[config.mk]
export PLATFORM = sky130hd
export DESIGN_NAME = traffic_light_ctrl
export DESIGN_NICKNAME = d
export VERILOG_FILES = /design/src/rtl/tl_pkg.sv /design/src/rtl/phase_counter.sv /design/src/rtl/traffic_light_ctrl.sv
export SDC_FILE = /design/constraint.sdc
export NUM_CORES = 1
export LEC_CHECK = 0
export CORE_UTILIZATION = 54
export DETAILED_ROUTE_END_ITERATION = 10
export PLACE_DENSITY = 0.94
export SKIP_CTS_REPAIR_TIMING = 1
export SYNTH_ARGS = -nofsm -noshare
export SYNTH_HDL_FRONTEND = slang
export SYNTH_SLANG_ARGS = --single-unit
[constraint.sdc]
create_clock -name clk -period 4.6 [get_ports clk]
set_clock_uncertainty 0.2 [all_clocks]
set_input_delay 1.38 -clock clk [delete_from_list [all_inputs] [get_ports clk]]
set_output_delay 1.38 -clock clk [all_outputs]
set_load 0.005 [all_outputs]
[src/rtl/tl_pkg.sv]
`default_nettype none
// ============================================================================
//  Module      : tl_pkg
//  Description : Shared definitions for the traffic-light phase sequencer:
//                phase codes, lamp codes and the phase-order / phase-length
//                helper functions.
//  Revision    : 1.0  initial release
// ============================================================================
package tl_pkg;

   // Phase codes (3-bit, codes 6..7 are illegal)
   localparam logic [2:0] NS_G  = 3'd0;
   localparam logic [2:0] NS_Y  = 3'd1;
   localparam logic [2:0] RED_A = 3'd2;
   localparam logic [2:0] EW_G  = 3'd3;
   localparam logic [2:0] EW_Y  = 3'd4;
   localparam logic [2:0] RED_B = 3'd5;

   // Lamp codes {red,yellow,green}
   localparam logic [2:0] L_RED = 3'b100;
   localparam logic [2:0] L_YEL = 3'b010;
   localparam logic [2:0] L_GRN = 3'b001;

   // Fixed six-phase rotation; anything illegal recovers through RED_A.
   function automatic logic [2:0] next_state(input logic [2:0] s);
      case (s)
         NS_G:    next_state = NS_Y;
         NS_Y:    next_state = RED_A;
         RED_A:   next_state = EW_G;
         EW_G:    next_state = EW_Y;
         EW_Y:    next_state = RED_B;
         RED_B:   next_state = NS_G;
         default: next_state = RED_A;
      endcase
   endfunction

   // Duration of a phase in ticks, given the block's timing parameters.
   function automatic int phase_len(input logic [2:0] s, input int g, input int y,
                                    input int r);
      case (s)
         NS_G, EW_G: phase_len = g;
         NS_Y, EW_Y: phase_len = y;
         default:    phase_len = r;
      endcase
   endfunction

   function automatic logic is_red(input logic [2:0] s);
      is_red = (s == RED_A) || (s == RED_B);
   endfunction

   function automatic logic is_green(input logic [2:0] s);
      is_green = (s == NS_G) || (s == EW_G);
   endfunction

endpackage
`default_nettype wire

[src/rtl/phase_counter.sv]
`default_nettype none
// ============================================================================
//  Module      : phase_counter
//  Description : CW-bit loadable down-counter holding the ticks left in the
//                current phase. load has priority over dec.
//  Ports       : clk, r_n (async active-low reset), load, load_val[CW], dec,
//                count[CW] (registered value), last (count == 1)
//  Revision    : 1.0  initial release
// ============================================================================
module phase_counter #(
   parameter int CW      = 8,
   parameter int RST_VAL = 1
) (
   input  logic          clk,
   input  logic          r_n,
   input  logic          load,
   input  logic [CW-1:0] load_val,
   input  logic          dec,
   output logic [CW-1:0] count,
   output logic          last
);

   logic [CW-1:0] r_count;

   always_ff @(posedge clk or negedge r_n) begin
      if (!r_n) begin
         r_count <= CW'(RST_VAL);
      end else if (load) begin
         r_count <= load_val;
      end else if (dec) begin
         r_count <= r_count - CW'(1);
      end
   end

   assign count = r_count;
   assign last  = (r_count == CW'(1));

endmodule
`default_nettype wire

[src/rtl/traffic_light_ctrl.sv]
`default_nettype none
// ============================================================================
//  Module      : traffic_light_ctrl
//  Description : Six-phase two-road traffic-light sequencer advanced by a 1 s
//                tick strobe, with pedestrian-request green shortening and a
//                walk lamp during the following all-red phase.
//  Ports       : clk, r_n (async active-low reset), tick, hold, ped_req,
//                ns_light[3], ew_light[3] ({red,yellow,green}),
//                remain[CW], phase[3], walk  -- all outputs registered
//  Revision    : 1.0  initial release
// ============================================================================
module traffic_light_ctrl
   import tl_pkg::*;
#(
   parameter int G_TIME  = 12,
   parameter int Y_TIME  = 3,
   parameter int R_TIME  = 2,
   parameter int PED_MIN = 4,
   parameter int CW      = 8
) (
   input  logic          clk,
   input  logic          r_n,
   input  logic          tick,
   input  logic          hold,
   input  logic          ped_req,
   output logic [2:0]    ns_light,
   output logic [2:0]    ew_light,
   output logic [CW-1:0] remain,
   output logic [2:0]    phase,
   output logic          walk
);

   logic [2:0]    r_state;
   logic [2:0]    r_ns;
   logic [2:0]    r_ew;
   logic          r_pend;
   logic          r_walk;

   logic [2:0]    w_state_nxt;
   logic [CW-1:0] w_remain;
   logic          w_last;
   logic          w_eff;
   logic          w_illegal;
   logic          w_shorten;
   logic          w_advance;
   logic          w_enter_red;
   logic          w_leave_red;
   logic          w_load;
   logic [CW-1:0] w_load_val;
   logic          w_dec;

   // Returns {ns_light, ew_light} for a phase.
   function automatic logic [5:0] lights(input logic [2:0] s);
      case (s)
         NS_G:    lights = {L_GRN, L_RED};
         NS_Y:    lights = {L_YEL, L_RED};
         EW_G:    lights = {L_RED, L_GRN};
         EW_Y:    lights = {L_RED, L_YEL};
         default: lights = {L_RED, L_RED};
      endcase
   endfunction

   assign w_eff     = tick & ~hold;
   assign w_illegal = (r_state > RED_B);
   // Shortening is independent of tick and swallows a coincident tick.
   assign w_shorten = ~hold & is_green(r_state) & r_pend & (w_remain > CW'(PED_MIN));
   assign w_advance = ~w_illegal & ~w_shorten & w_eff & w_last;

   always_comb begin
      w_state_nxt = r_state;
      w_load      = 1'b0;
      w_load_val  = w_remain;
      w_dec       = 1'b0;
      if (w_illegal) begin
         w_state_nxt = RED_A;
         w_load      = 1'b1;
         w_load_val  = CW'(R_TIME);
      end else if (w_shorten) begin
         w_load      = 1'b1;
         w_load_val  = CW'(PED_MIN);
      end else if (w_eff) begin
         if (w_last) begin
            w_state_nxt = next_state(r_state);
            w_load      = 1'b1;
            w_load_val  = CW'(phase_len(w_state_nxt, G_TIME, Y_TIME, R_TIME));
         end else begin
            w_dec       = 1'b1;
         end
      end
   end

   assign w_enter_red = w_advance & is_red(w_state_nxt);
   assign w_leave_red = w_advance & is_red(r_state);

   phase_counter #(
      .CW      (CW),
      .RST_VAL (G_TIME)
   ) u_cnt (
      .clk      (clk),
      .r_n      (r_n),
      .load     (w_load),
      .load_val (w_load_val),
      .dec      (w_dec),
      .count    (w_remain),
      .last     (w_last)
   );

   always_ff @(posedge clk or negedge r_n) begin
      if (!r_n) begin
         r_state <= NS_G;
         r_ns    <= L_GRN;
         r_ew    <= L_RED;
         r_pend  <= 1'b0;
         r_walk  <= 1'b0;
      end else begin
         r_state      <= w_state_nxt;
         {r_ns, r_ew} <= lights(w_state_nxt);
         // A request seen on the red-entry edge survives for the next red.
         r_pend       <= ped_req | (r_pend & ~w_enter_red);
         if (w_illegal) begin
            r_walk <= 1'b0;
         end else if (w_enter_red) begin
            r_walk <= r_pend;
         end else if (w_leave_red) begin
            r_walk <= 1'b0;
         end
      end
   end

   assign ns_light = r_ns;
   assign ew_light = r_ew;
   assign remain   = w_remain;
   assign phase    = r_state;
   assign walk     = r_walk;

endmodule
`default_nettype wire

# --- Yosys cells after proc, flatten, opt, wreduce, memory -nomap -nowiden ---
# Cells that the tools add are included.
word_totals:
  elab_cells: 78
  out_inout_bits: 18
  ff_bits: 19
op_classes:
  n_mux: 28
  addsub: 1
  bitwise: 15
  n_reduce_logical: 11
  order_cmp: 2
  eq_ne: 15
op_table:
  columns: ["op", "count"]
  rows:
  - ["8-bit two-way mux", 6]
  - ["3-bit two-way mux", 8]
  - ["6-bit one-hot mux with 4 select lines", 1]
  - ["3-bit by 2-bit equality test with 1-bit output (second input constant)", 5]
  - ["3-bit equality test (second input constant)", 5]
  - ["3-bit one-hot mux with 5 select lines", 1]
  - ["1-bit two-way mux", 11]
  - ["1-bit AND", 10]
  - ["3-bit zero test", 3]
  - ["8-bit by 1-bit equality test with 1-bit output (second input constant)", 1]
  - ["8-bit by 3-bit greater-than comparator with 1-bit output (second input constant)", 1]
  - ["4-bit inequality test (second input constant)", 2]
  - ["4-bit one-hot mux with 2 select lines", 1]
  - ["8-bit by 1-bit subtractor with 8-bit output (second input constant)", 1]
  - ["3-bit by 1-bit equality test with 1-bit output (second input constant)", 2]
  - ["1-bit NOT", 4]
  - ["2-bit OR reduction", 2]
  - ["3-bit greater-than comparator (second input constant)", 1]
  - ["1-bit logical OR", 3]
  - ["3-bit AND reduction", 1]
  - ["3-bit nonzero test", 1]
  - ["2-bit nonzero test", 1]
  - ["1-bit bitwise OR", 1]

# --- Longest topological paths before layout ---
# Gate-level depths: netlist (run 1).
logic_depth:
  ltp_word: 17
  ltp_mapped: 8
  ltp_nobuf: 7

# --- Modules after synthesis ---
# A second synthesis (run 1) with hierarchy kept.
unflattened:
  hier_cells: 134
  area_unflattened_um2: 1237.4
by_module_without_submodules:
  columns: ["mod", "area_per_inst_um2", "n_inst", "cells_each"]
  rows:
  - ["traffic_light_ctrl", 774.5, 1, 84]
  - ["phase_counter", 462.9, 1, 50]

# --- Least setup slack after synthesis (run 1) ---
# No wires, ideal clock.
synth_path:
  kind: "input to register"
  startpoint: "in hold"
  endpoint: "reg u_cnt.r_count[1], in the netlist u_cnt.count[1]"
  cell_stages: 5
  path_slack_ns: 1.753
  setup_time_ns: 0.121
  t_arrival_ns: 2.526
  t_required_ns: 4.279
  cell_sequence: "nand2b_1 -> or4_1 -> a21oi_1 -> o31ai_1 -> a22o_1"
synth_between:
  elab_chain_len: 8
  elab_cells_between_ends: 18
  cone_classes: "eq/ne: 2; mux: 9; bitwise: 5; reduce/logical: 2"
synth_lines:
  columns: ["element", "line_no", "text"]
  rows:
  - ["start: declaration", "traffic_light_ctrl.sv:24", "input logic hold,"]
  - ["1-bit NOT (*)", "traffic_light_ctrl.sv:63, traffic_light_ctrl.sv:66", null]
  - ["1-bit AND (3 in a row)", "traffic_light_ctrl.sv:66", "assign w_shorten = ~hold & is_green(r_state) & r_pend & (w_remain > CW'(PED_MIN));"]
  - ["1-bit two-way mux", "traffic_light_ctrl.sv:78", "end else if (w_shorten) begin"]
  - ["1-bit two-way mux", "traffic_light_ctrl.sv:74", "if (w_illegal) begin"]
  - ["4-bit inequality test (no line) / 2-bit nonzero test (equally long branches)", null, null]
  - ["3-bit AND reduction (no line)", null, null]
  - ["end signal: assignment", "phase_counter.sv:27", "r_count <= CW'(RST_VAL);"]
  - ["end signal: assignment", "phase_counter.sv:29", "r_count <= load_val;"]
  - ["end signal: assignment", "phase_counter.sv:31", "r_count <= r_count - CW'(1);"]
  - ["end: declaration", "phase_counter.sv:23", "logic [CW-1:0] r_count;"]
# Mark *: on every way between the ends. The rest lies on a longest branch, timed or not.
# A chain may end at the register's enable or synchronous reset.

# --- Worst setup path in the final report (run 1) ---
# Same ends and word-level chain as after synthesis.

==> impl_metrics.env, run 1 <==
export IMPL_r2r_start="u_cnt.count[6]"
export IMPL_syn_mean_instance_area_um2=9.38
export IMPL_hold_viol=0
export IMPL_final_cell_mix="22 x clkdlybuf4s50_1, 15 x dfrtp_1, 10 x nand2_1, 9 x nor2_1, 8 x a21oi_1"
export IMPL_startpoint="hold"
export IMPL_status="finished clean"
export IMPL_cts_buffers=3
export IMPL_rsz0062_at_grt="no"
export IMPL_cts_tree="done"
export IMPL_syn_area_um2=1130
export IMPL_clock_path_buffers=2
export IMPL_yosysWarningCount=0
export IMPL_max_stage_delay_ps=570
export IMPL_post_synth_top_area_fraction=0.333
export IMPL_ir_worst_vdd_mv=0.211
export IMPL_vias_per_cell=6.06
export IMPL_grt_max_degree=20
export IMPL_final_setup_viol_count=0
export IMPL_hold_class="flip-flop to flip-flop"
export IMPL_die_area_um2=2270
export IMPL_grt_overflow_total=0
export IMPL_ys_seq_area_frac=0.427
export IMPL_ios=23
export IMPL_worstPathRequired_ps=4580
export IMPL_drc=0
export IMPL_totalWireLength_um=2480
export IMPL_wire_per_inst_um=14.9
export IMPL_slew_headroom=0.444
export IMPL_io_buffers=22
export IMPL_postSynthCellCount=120
export IMPL_clkLatencyLatePin_ps=280
export IMPL_die_width_um=47.7
export IMPL_cp_num_buf_inv=1
export IMPL_fin_crit_ps=3100
export IMPL_setup_tns_ps=0
export IMPL_grt_pass1_wl_um=3660
export IMPL_antenna_found_initial=0
export IMPL_clock_tree_root_cell="clkbuf_4"
export IMPL_r2r_end="u_cnt.count[1]"
export IMPL_rows=16
export IMPL_crit_family="simple AND/OR/NAND/NOR gates"
export IMPL_finalNetCount=149
export IMPL_h_tree_depth=1
export IMPL_cts_sinks=19
export IMPL_hp_start="u_cnt.count[1]"
export IMPL_hpwl_um=1850
export IMPL_crit_fanout=6
export IMPL_worstSetupStartpointType="primary input"
export IMPL_grt_pass1_vias=805
export IMPL_start_util=0.574
export IMPL_critPathKind="primary input to flip-flop"
export IMPL_r2r_slack_ps=2120
export IMPL_fmax_mhz=323
export IMPL_synth_area_leader_cell="dfrtp_1"
export IMPL_core_area_um2=1960
export IMPL_whs_path_depth=1
export IMPL_maxCapViolations=0
export IMPL_diodes=0
export IMPL_firstDrtPassIters=4
export IMPL_gp_congestion=0.918
export IMPL_power_density_nw_per_um2=345
export IMPL_areaGrowthSynthToFinish_pct=22.3
export IMPL_ant_nets=0
export IMPL_stdcell_area_um2=1380
export IMPL_hold_ws_ps=383
export IMPL_fin_crit_sh=0.673
export IMPL_slew_viol_final=0
export IMPL_r2r_cells=5
export IMPL_critPathArrivalTime_ps=3070
export IMPL_cp_slowest_cell="or4_1"
export IMPL_drtIter0Drc=11
export IMPL_cp_cell_sequence="clkdlybuf4s50_1, nand2b_1, or4_1, a21oi_1, o31ai_1, a22o_1"
export IMPL_placed_area_um2=1350
export IMPL_crit_path_end_kind="flip-flop"
export IMPL_cellLeakagePower_nw=0.544
export IMPL_ys_seq_elements=19
export IMPL_layout_drive_gt1_share=0.100
export IMPL_hold_path_end="u_cnt.count[1]"
export IMPL_final_common_cell="clkdlybuf4s50_1"
export IMPL_synth_area_leaders="dfrtp_1 33%, dfstp_2 9.3%, a21oi_1 3.6%, ha_1 3.3%, nand2_1 3.3%"
export IMPL_die_y_um=47.7
export IMPL_grt_usage=0.234
export IMPL_worstMarginPinSlew_ps=831
export IMPL_cts_clk_slew_worst_paths_ps=100
export IMPL_synth_fp_nets=128
export IMPL_dr_total_vias=1012
export IMPL_synth_cell_types=40
worst max-delay path by stage:
stage | to | slack, ps | depth (start not counted)
CTS | u_cnt.count[1] | 1510 | 6
detailed placement | u_cnt.count[1] | 1210 | 6
floorplan | u_cnt.count[1] | 1750 | 5
global placement | u_cnt.count[1] | 1260 | 6
finish | u_cnt.count[1] | 1500 | 6
global route | ns_light[2] | 1390 | 6
final cells by class:
cell class                 count  area, um^2
multi-input combinational     88         587
fill                         166         584
sequential                    19         480
timing repair buffer          23         228
tap                           27        33.8
clock buffer                   4        26.3
inverter                       6        22.5
Yosys cell counts, drive strengths merged:
cell type and count:
xnor2 3, or3 7, clkbuf 4, nor4 1, or2 1, nand2b 4, and2 2, nand3 4
nor3 3, o21ai 5, dfstp 4, a31oi 2, mux2 2, o41ai 1, ha 3, nand2 10
or4b 1, o311ai 1, and4b 1, buf 3, a22o 1, o21a 2, inv 6, dfrtp 15
a21oi 8, a21o 1, nor2b 1, nor2 10, a22oi 2, xor2 2, a2111oi 1, a2111o 1
or4 3, nand4b 1, o31ai 3, nand3b 1
kinds of logic (layout without fill, tap and decap cells):
logic type / count (synthesis) / count (layout) / synth area share
adder cells (fa/ha/maj): 3 / 3 / 0.0333
multiplexers: 2 / 2 / 0.0233
buffers and inverters: 13 / 33 / 0.0522
flip-flops: 19 / 19 / 0.427
AO/OA/AOI/OAI: 28 / 28 / 0.180
AND/OR/NAND/NOR: 50 / 50 / 0.246
XOR/XNOR: 5 / 5 / 0.0389
power by group:
| group | internal, W | leakage, nW | switching, W |
|---|---|---|---|
| registers | 0.000199 | 0.215 | 0.0000422 |
| logic | 0.0000877 | 0.314 | 0.0000650 |
| clock network | 0.0000336 | 0.0150 | 0.0000469 |
through the flow:
step	worst slack, ps	power [W]	instances	utilization
2_1_floorplan	1750	0.000315	120	-
3_3_place_gp	1260	0.000386	163	0.689
3_5_place_dp	1210	0.000396	163	0.689
4_1_cts	1510	0.000476	167	0.702
5_1_grt	1390	0.000505	167	0.702
6_report	1500	0.000475	167	0.702
registers in the layout, summed over array words and instances (netlist names):
register     cells
ew_light         3
walk             1
ns_light         3
phase            3
u_cnt.count      8
r_pend           1
worst register-to-register path, stage by stage, from the launching register on:
cell	delay [ps]
dfrtp_1	410
or3_1	510
a2111oi_4	420
nor2_2	130
or4b_1	490
a22o_1	220
routing by layer:
| metal | share of wire | routed length (um) | global-route usage |
|---|---|---|---|
| met5 | 0 | 0 | 0 |
| met4 | 0.0073 | 18 | 0.0611 |
| met3 | 0.085 | 210 | 0.0566 |
| met2 | 0.49 | 1230 | 0.367 |
| met1 | 0.41 | 1020 | 0.328 |
(Power assumes the default switching activity.)
==> inputs of run 2 (changes only) <==
--- a/config.mk
+++ b/config.mk
@@ -5,9 +5,9 @@
 export SDC_FILE = /design/constraint.sdc
 export NUM_CORES = 1
 export LEC_CHECK = 0
-export CORE_UTILIZATION = 54
+export CORE_UTILIZATION = 45
 export DETAILED_ROUTE_END_ITERATION = 10
-export PLACE_DENSITY = 0.94
+export PLACE_DENSITY = 0.85
 export SKIP_CTS_REPAIR_TIMING = 1
 export SYNTH_ARGS = -nofsm -noshare
 export SYNTH_HDL_FRONTEND = slang
==> constraint.sdc (replaced) <==
create_clock -name clk -period 2.5 [get_ports clk]
set_clock_uncertainty 0.2 [all_clocks]
set_input_delay 0.75 -clock clk [delete_from_list [all_inputs] [get_ports clk]]
set_output_delay 0.75 -clock clk [all_outputs]
set_load 0.005 [all_outputs]
==> run 2 against run 1 <==
Effect of this change: critical path depth is the same; core utilization shrank 4.9 points; power grew 92%; clock power grew 99%; final cell count grew 8.4%; die area grew 19%; sequential power grew 71%; non-clock buffer count grew 13; final area grew 8.0%; count of clock-buffer cells in the layout is the same; worst setup slack lost 1400 ps; critical endpoint is now r_pend; largest cell class unchanged; largest power group unchanged.
==> impl_metrics.env, run 2 (synthesized netlist as in run 1, its figures left out) <==
export IMPL_status="finished clean"
export IMPL_ios=23
export IMPL_grt_max_degree=20
export IMPL_die_area_um2=2710
export IMPL_met2RoutedLength_um=1340
export IMPL_clock_tree_root_cell="clkbuf_4"
export IMPL_firstDrtPassIters=5
export IMPL_crit_path_end_kind="flip-flop"
export IMPL_vias_per_cell=5.93
export IMPL_utilization=0.654
export IMPL_final_setup_viol_count=0
export IMPL_die_width_um=52.0
export IMPL_worstSetupStartpointType="primary input"
export IMPL_crit_fanout=5
export IMPL_gp_congestion=0.980
export IMPL_cellLeakagePower_nw=0.610
export IMPL_stdcell_area_um2=1490
export IMPL_antenna_found_initial=0
export IMPL_grt_usage=0.225
export IMPL_totalWireLength_um=2710
export IMPL_combPwrFrac=0.370
export IMPL_rsz0062_at_grt="no"
export IMPL_clock_path_buffers=2
export IMPL_critPathKind="primary input to flip-flop"
export IMPL_power_density_nw_per_um2=614
export IMPL_p_int_w=0.000612
export IMPL_wire_per_inst_um=15.0
export IMPL_highest_layer="met4"
export IMPL_cts_sinks=19
export IMPL_areaGrowthSynthToFinish_pct=32.1
export IMPL_core_area_um2=2280
export IMPL_slew_viol_final=0
export IMPL_slew_headroom=0.754
export IMPL_r2r_cells=5
export IMPL_p_seq_frac=0.454
export IMPL_whs_path_depth=2
export IMPL_drc=0
export IMPL_worstMarginPinSlew_ps=369
export IMPL_grt_pass1_wl_um=4460
export IMPL_clkPwrFrac=0.175
export IMPL_drtIter0Drc=38
export IMPL_maxCapViolations=0
export IMPL_critPathArrivalTime_ps=2420
export IMPL_hold_class="flip-flop to flip-flop"
export IMPL_diodes=0
export IMPL_worstPathRequired_ps=2490
export IMPL_p_sw_frac=0.331
export IMPL_ant_nets=0
export IMPL_h_tree_depth=1
export IMPL_r2r_slack_ps=110
export IMPL_cts_clk_slew_worst_paths_ps=110
export IMPL_place_ws_ps=-230
export IMPL_setup_slack_ps=71.1
export IMPL_rows=17
export IMPL_largest_reg_flops=8
export IMPL_cts_buffers=3
export IMPL_fmax_mhz=412
export IMPL_finalNetCount=162
export IMPL_layout_drive_gt1_share=0.190
export IMPL_p_switching_w=0.000302
export IMPL_hold_path_end="u_cnt.count[6]"
export IMPL_hpwl_um=2000
export IMPL_final_cell_mix="22 x clkdlybuf4s50_1, 15 x dfrtp_1, 14 x buf_4, 10 x nand2_1, 9 x nor2_1"
export IMPL_clkLatencyLatePin_ps=300
export IMPL_fin_crit_sh=0.972
export IMPL_wl_met1_um=1170
export IMPL_cts_tree="done"
export IMPL_wl_met3_um=154
export IMPL_grt_pass1_vias=1017
export IMPL_hold_ws_ps=390
export IMPL_io_buffers=22
export IMPL_die_y_um=52.0
export IMPL_r2r_start="u_cnt.count[6]"
export IMPL_hold_viol=0
export IMPL_ir_worst_vdd_mv=0.438
export IMPL_start_util=0.495
export IMPL_final_common_cell="clkdlybuf4s50_1"
export IMPL_hp_start="u_cnt.count[6]"
export IMPL_dr_total_vias=1073
export IMPL_placed_area_um2=1440
export IMPL_nFillCells=180
export IMPL_r2r_end="u_cnt.count[1]"
export IMPL_fin_crit_ps=2430
export IMPL_grt_overflow_total=0
[run 2: cell type report]
cell class,count,area (um^2),share of cell area
multi-input cells,88,598,0.402
flip-flops and latches,19,480,0.323
repair buffers,36,325,0.219
well taps,28,35.0,0.0235
clock buffers,4,26.3,0.0177
inverters,6,22.5,0.0151
[run 2: stage by stage]
stage | power [W] | setup TNS [ps] | cells
2_1_floorplan | 0.000579 | 0 | 120
5_1_grt | 0.000969 | 0 | 181
3_5_place_dp | 0.000739 | -2620 | 176
4_1_cts | 0.000896 | 0 | 180
6_report | 0.000914 | 0 | 181
3_3_place_gp | 0.000728 | -1680 | 176
[run 2: worst max-delay path by stage]
stage / from / end / depth (start not counted)
5_1_grt: hold / r_pend / 6
6_report: hold / r_pend / 6
3_3_place_gp: hold / ns_light[2] / 6
3_5_place_dp: hold / phase[1] / 7
4_1_cts: u_cnt.count[6] / u_cnt.count[1] / 5
2_1_floorplan: u_cnt.count[6] / u_cnt.count[1] / 6
[run 2: power by group through the flow]
stage	Sequential (W)	Clock [W]	Combinational, W
after global placement	0.000438	0	0.000290
after global routing	0.000423	0.000176	0.000370
final	0.000415	0.000160	0.000338
after floorplan	0.000417	0	0.000162
after CTS	0.000437	0.000161	0.000297
after detailed placement	0.000442	0	0.000297
[run 2: per-layer routing]
| layer | GRT usage | vias to the layer above |
|---|---|---|
| met2 | 0.374 | 50 |
| met3 | 0.0322 | 7 |
| met4 | 0.108 | 0 |
| met1 | 0.285 | 520 |
| met5 | 0 | - |
| li1 | - | 496 |
[run 2: critical path: stages]
cell and delay, ps:
clkdlybuf4s50_1 410, nand2b_1 220, or4_1 520, buf_4 170, o31ai_1 250, nand2b_1 90
==> inputs of run 3 (changes only) <==
--- a/config.mk
+++ b/config.mk
@@ -8,6 +8,7 @@
 export CORE_UTILIZATION = 45
 export DETAILED_ROUTE_END_ITERATION = 10
 export PLACE_DENSITY = 0.85
+export RECOVER_POWER = 100
 export SKIP_CTS_REPAIR_TIMING = 1
 export SYNTH_ARGS = -nofsm -noshare
 export SYNTH_HDL_FRONTEND = slang
==> run 3 against run 2 <==
Effect of this change: sequential share of layout area is 0.30 points higher; sequential power hardly changed; via count is 0.65% lower; final area is 0.93% lower; final cell count stayed put; worst setup slack worse by 8.6 ps; critical path type unchanged; largest power group unchanged; highest routed layer unchanged.
==> impl_metrics.env, run 3 (synthesized netlist as in run 1, its figures left out) <==
export IMPL_status="finished clean"
export IMPL_max_stage_delay_ps=520
export IMPL_maxCapViolations=0
export IMPL_die_area_um2=2710
export IMPL_largest_reg_flops=8
export IMPL_hp_start="u_cnt.count[6]"
export IMPL_hold_path_end="u_cnt.count[6]"
export IMPL_cellLeakagePower_nw=0.618
export IMPL_totalWireLength_um=2700
export IMPL_wire_per_inst_um=14.9
export IMPL_grt_pass1_vias=1017
export IMPL_drtIter0Drc=36
export IMPL_crit_top_cell="nand2b_1"
export IMPL_power_density_nw_per_um2=608
export IMPL_finalNetCount=162
export IMPL_clkLatencyLatePin_ps=300
export IMPL_grt_max_degree=20
export IMPL_p_switching_w=0.000300
export IMPL_clock_path_buffers=2
export IMPL_worstSetupStartpointType="primary input"
export IMPL_rows=17
export IMPL_dr_total_vias=1066
export IMPL_seqCellArea_um2=480
export IMPL_h_tree_depth=1
export IMPL_vias_per_cell=5.89
export IMPL_slew_viol_final=0
export IMPL_firstDrtPassIters=4
export IMPL_ant_nets=0
export IMPL_cp_cell_sequence="clkdlybuf4s50_1, nand2b_1, or4_1, clkbuf_1, o31ai_1, nand2b_1"
export IMPL_ir_worst_vdd_mv=0.422
export IMPL_start_util=0.495
export IMPL_drc=0
export IMPL_cts_buffers=3
export IMPL_antenna_found_initial=0
export IMPL_p_int_w=0.000595
export IMPL_layout_drive_gt1_share=0.170
export IMPL_r2r_start="u_cnt.count[6]"
export IMPL_areaGrowthSynthToFinish_pct=30.9
export IMPL_multi_input_area_um2=598
export IMPL_rsz0062_at_grt="no"
export IMPL_grt_pass1_wl_um=4460
export IMPL_combPwrFrac=0.360
export IMPL_hpwl_um=2000
export IMPL_p_sw_frac=0.335
export IMPL_critPathArrivalTime_ps=2420
export IMPL_r2r_end="u_cnt.count[1]"
export IMPL_gp_congestion=0.980
export IMPL_ios=23
export IMPL_hold_viol=0
export IMPL_grt_usage=0.225
export IMPL_hold_class="flip-flop to flip-flop"
export IMPL_whs_path_depth=2
export IMPL_io_buffers=22
export IMPL_cts_sinks=19
export IMPL_core_area_um2=2280
export IMPL_clock_tree_root_cell="clkbuf_4"
export IMPL_fmax_mhz=410
export IMPL_cts_tree="done"
export IMPL_setup_slack_ps=62.4
export IMPL_final_cell_mix="17 x dlygate4sd3_1, 15 x dfrtp_1, 10 x nand2_1, 10 x buf_4, 9 x nor2_1"
export IMPL_cp_slowest_cell="or4_1"
export IMPL_p_seq_frac=0.463
export IMPL_cts_clk_slew_worst_paths_ps=110
export IMPL_p_total_w=0.000895
export IMPL_crit_fanout=5
export IMPL_final_common_cell="dlygate4sd3_1"
export IMPL_final_setup_viol_count=0
export IMPL_r2r_cells=5
export IMPL_crit_path_end_kind="flip-flop"
export IMPL_worstMarginPinSlew_ps=1020
export IMPL_slew_headroom=0.321
export IMPL_grt_overflow_total=0
export IMPL_clkPwrFrac=0.177
export IMPL_die_y_um=52.0
export IMPL_fin_crit_sh=0.975
export IMPL_worstPathRequired_ps=2490
export IMPL_fin_crit_ps=2440
export IMPL_nFillCells=187
export IMPL_diodes=0
export IMPL_place_ws_ps=-230
export IMPL_r2r_slack_ps=120
export IMPL_die_width_um=52.0
export IMPL_critPathKind="primary input to flip-flop"
-- run 3: changes by cell type in the layout (fill, tap and decap cells not counted) --
cell / change
clkdlybuf4s50_1: -17
dlygate4sd3_1: +17
buf_4: -4
clkbuf_1: +3
clkbuf_2: +1
-- run 3: area by class of cell --
type,count,share of cell area
Timing Repair Buffer,36,0.211
Clock buffer,4,0.0178
Multi-Input combinational cell,88,0.406
Sequential cell,19,0.326
Tap cell,28,0.0238
Inverter,6,0.0153
-- run 3: per-layer routing --
metal / global-route usage / vias to the layer above / part of all wire
li1: - / 498 / -
met3: 0.0322 / 9 / 0.059
met4: 0.108 / 0 / 0.020
met1: 0.285 / 517 / 0.43
met2: 0.374 / 42 / 0.49
met5: 0 / - / 0
-- run 3: worst max-delay path by stage --
stage	startpoint	end	cells after the start
after global routing	hold	u_cnt.count[0]	8
after floorplan	u_cnt.count[6]	u_cnt.count[1]	6
final	hold	r_pend	6
after CTS	u_cnt.count[6]	u_cnt.count[1]	5
after global placement	hold	ns_light[2]	6
after detailed placement	hold	phase[1]	7
-- run 3: worst max-delay path, delay by kind of cell --
family	cells	cell delay (ps)
buf+inv	2	570
simple gates	3	830
compound gates	1	270
-- run 3: per-stage QoR --
| step | utilization | hold slack, ps | cells | area, um^2 | TNS, ps |
|---|---|---|---|---|---|
| after floorplan | - | 254 | 120 | 1130 | 0 |
| after global placement | 0.634 | 341 | 176 | 1440 | -1680 |
| after detailed placement | 0.634 | 359 | 176 | 1440 | -2620 |
| after CTS | 0.645 | 387 | 180 | 1470 | 0 |
| after global routing | 0.648 | 410 | 181 | 1470 | 0 |
| final | 0.648 | 382 | 181 | 1470 | 0 |
-- run 3: power groups by stage --
stage	clock [W]	sequential [W]	combinational, W
after CTS	0.000161	0.000437	0.000297
after global routing	0.000176	0.000422	0.000353
after detailed placement	0	0.000442	0.000297
after floorplan	0	0.000417	0.000162
after global placement	0	0.000438	0.000290
final	0.000159	0.000414	0.000322
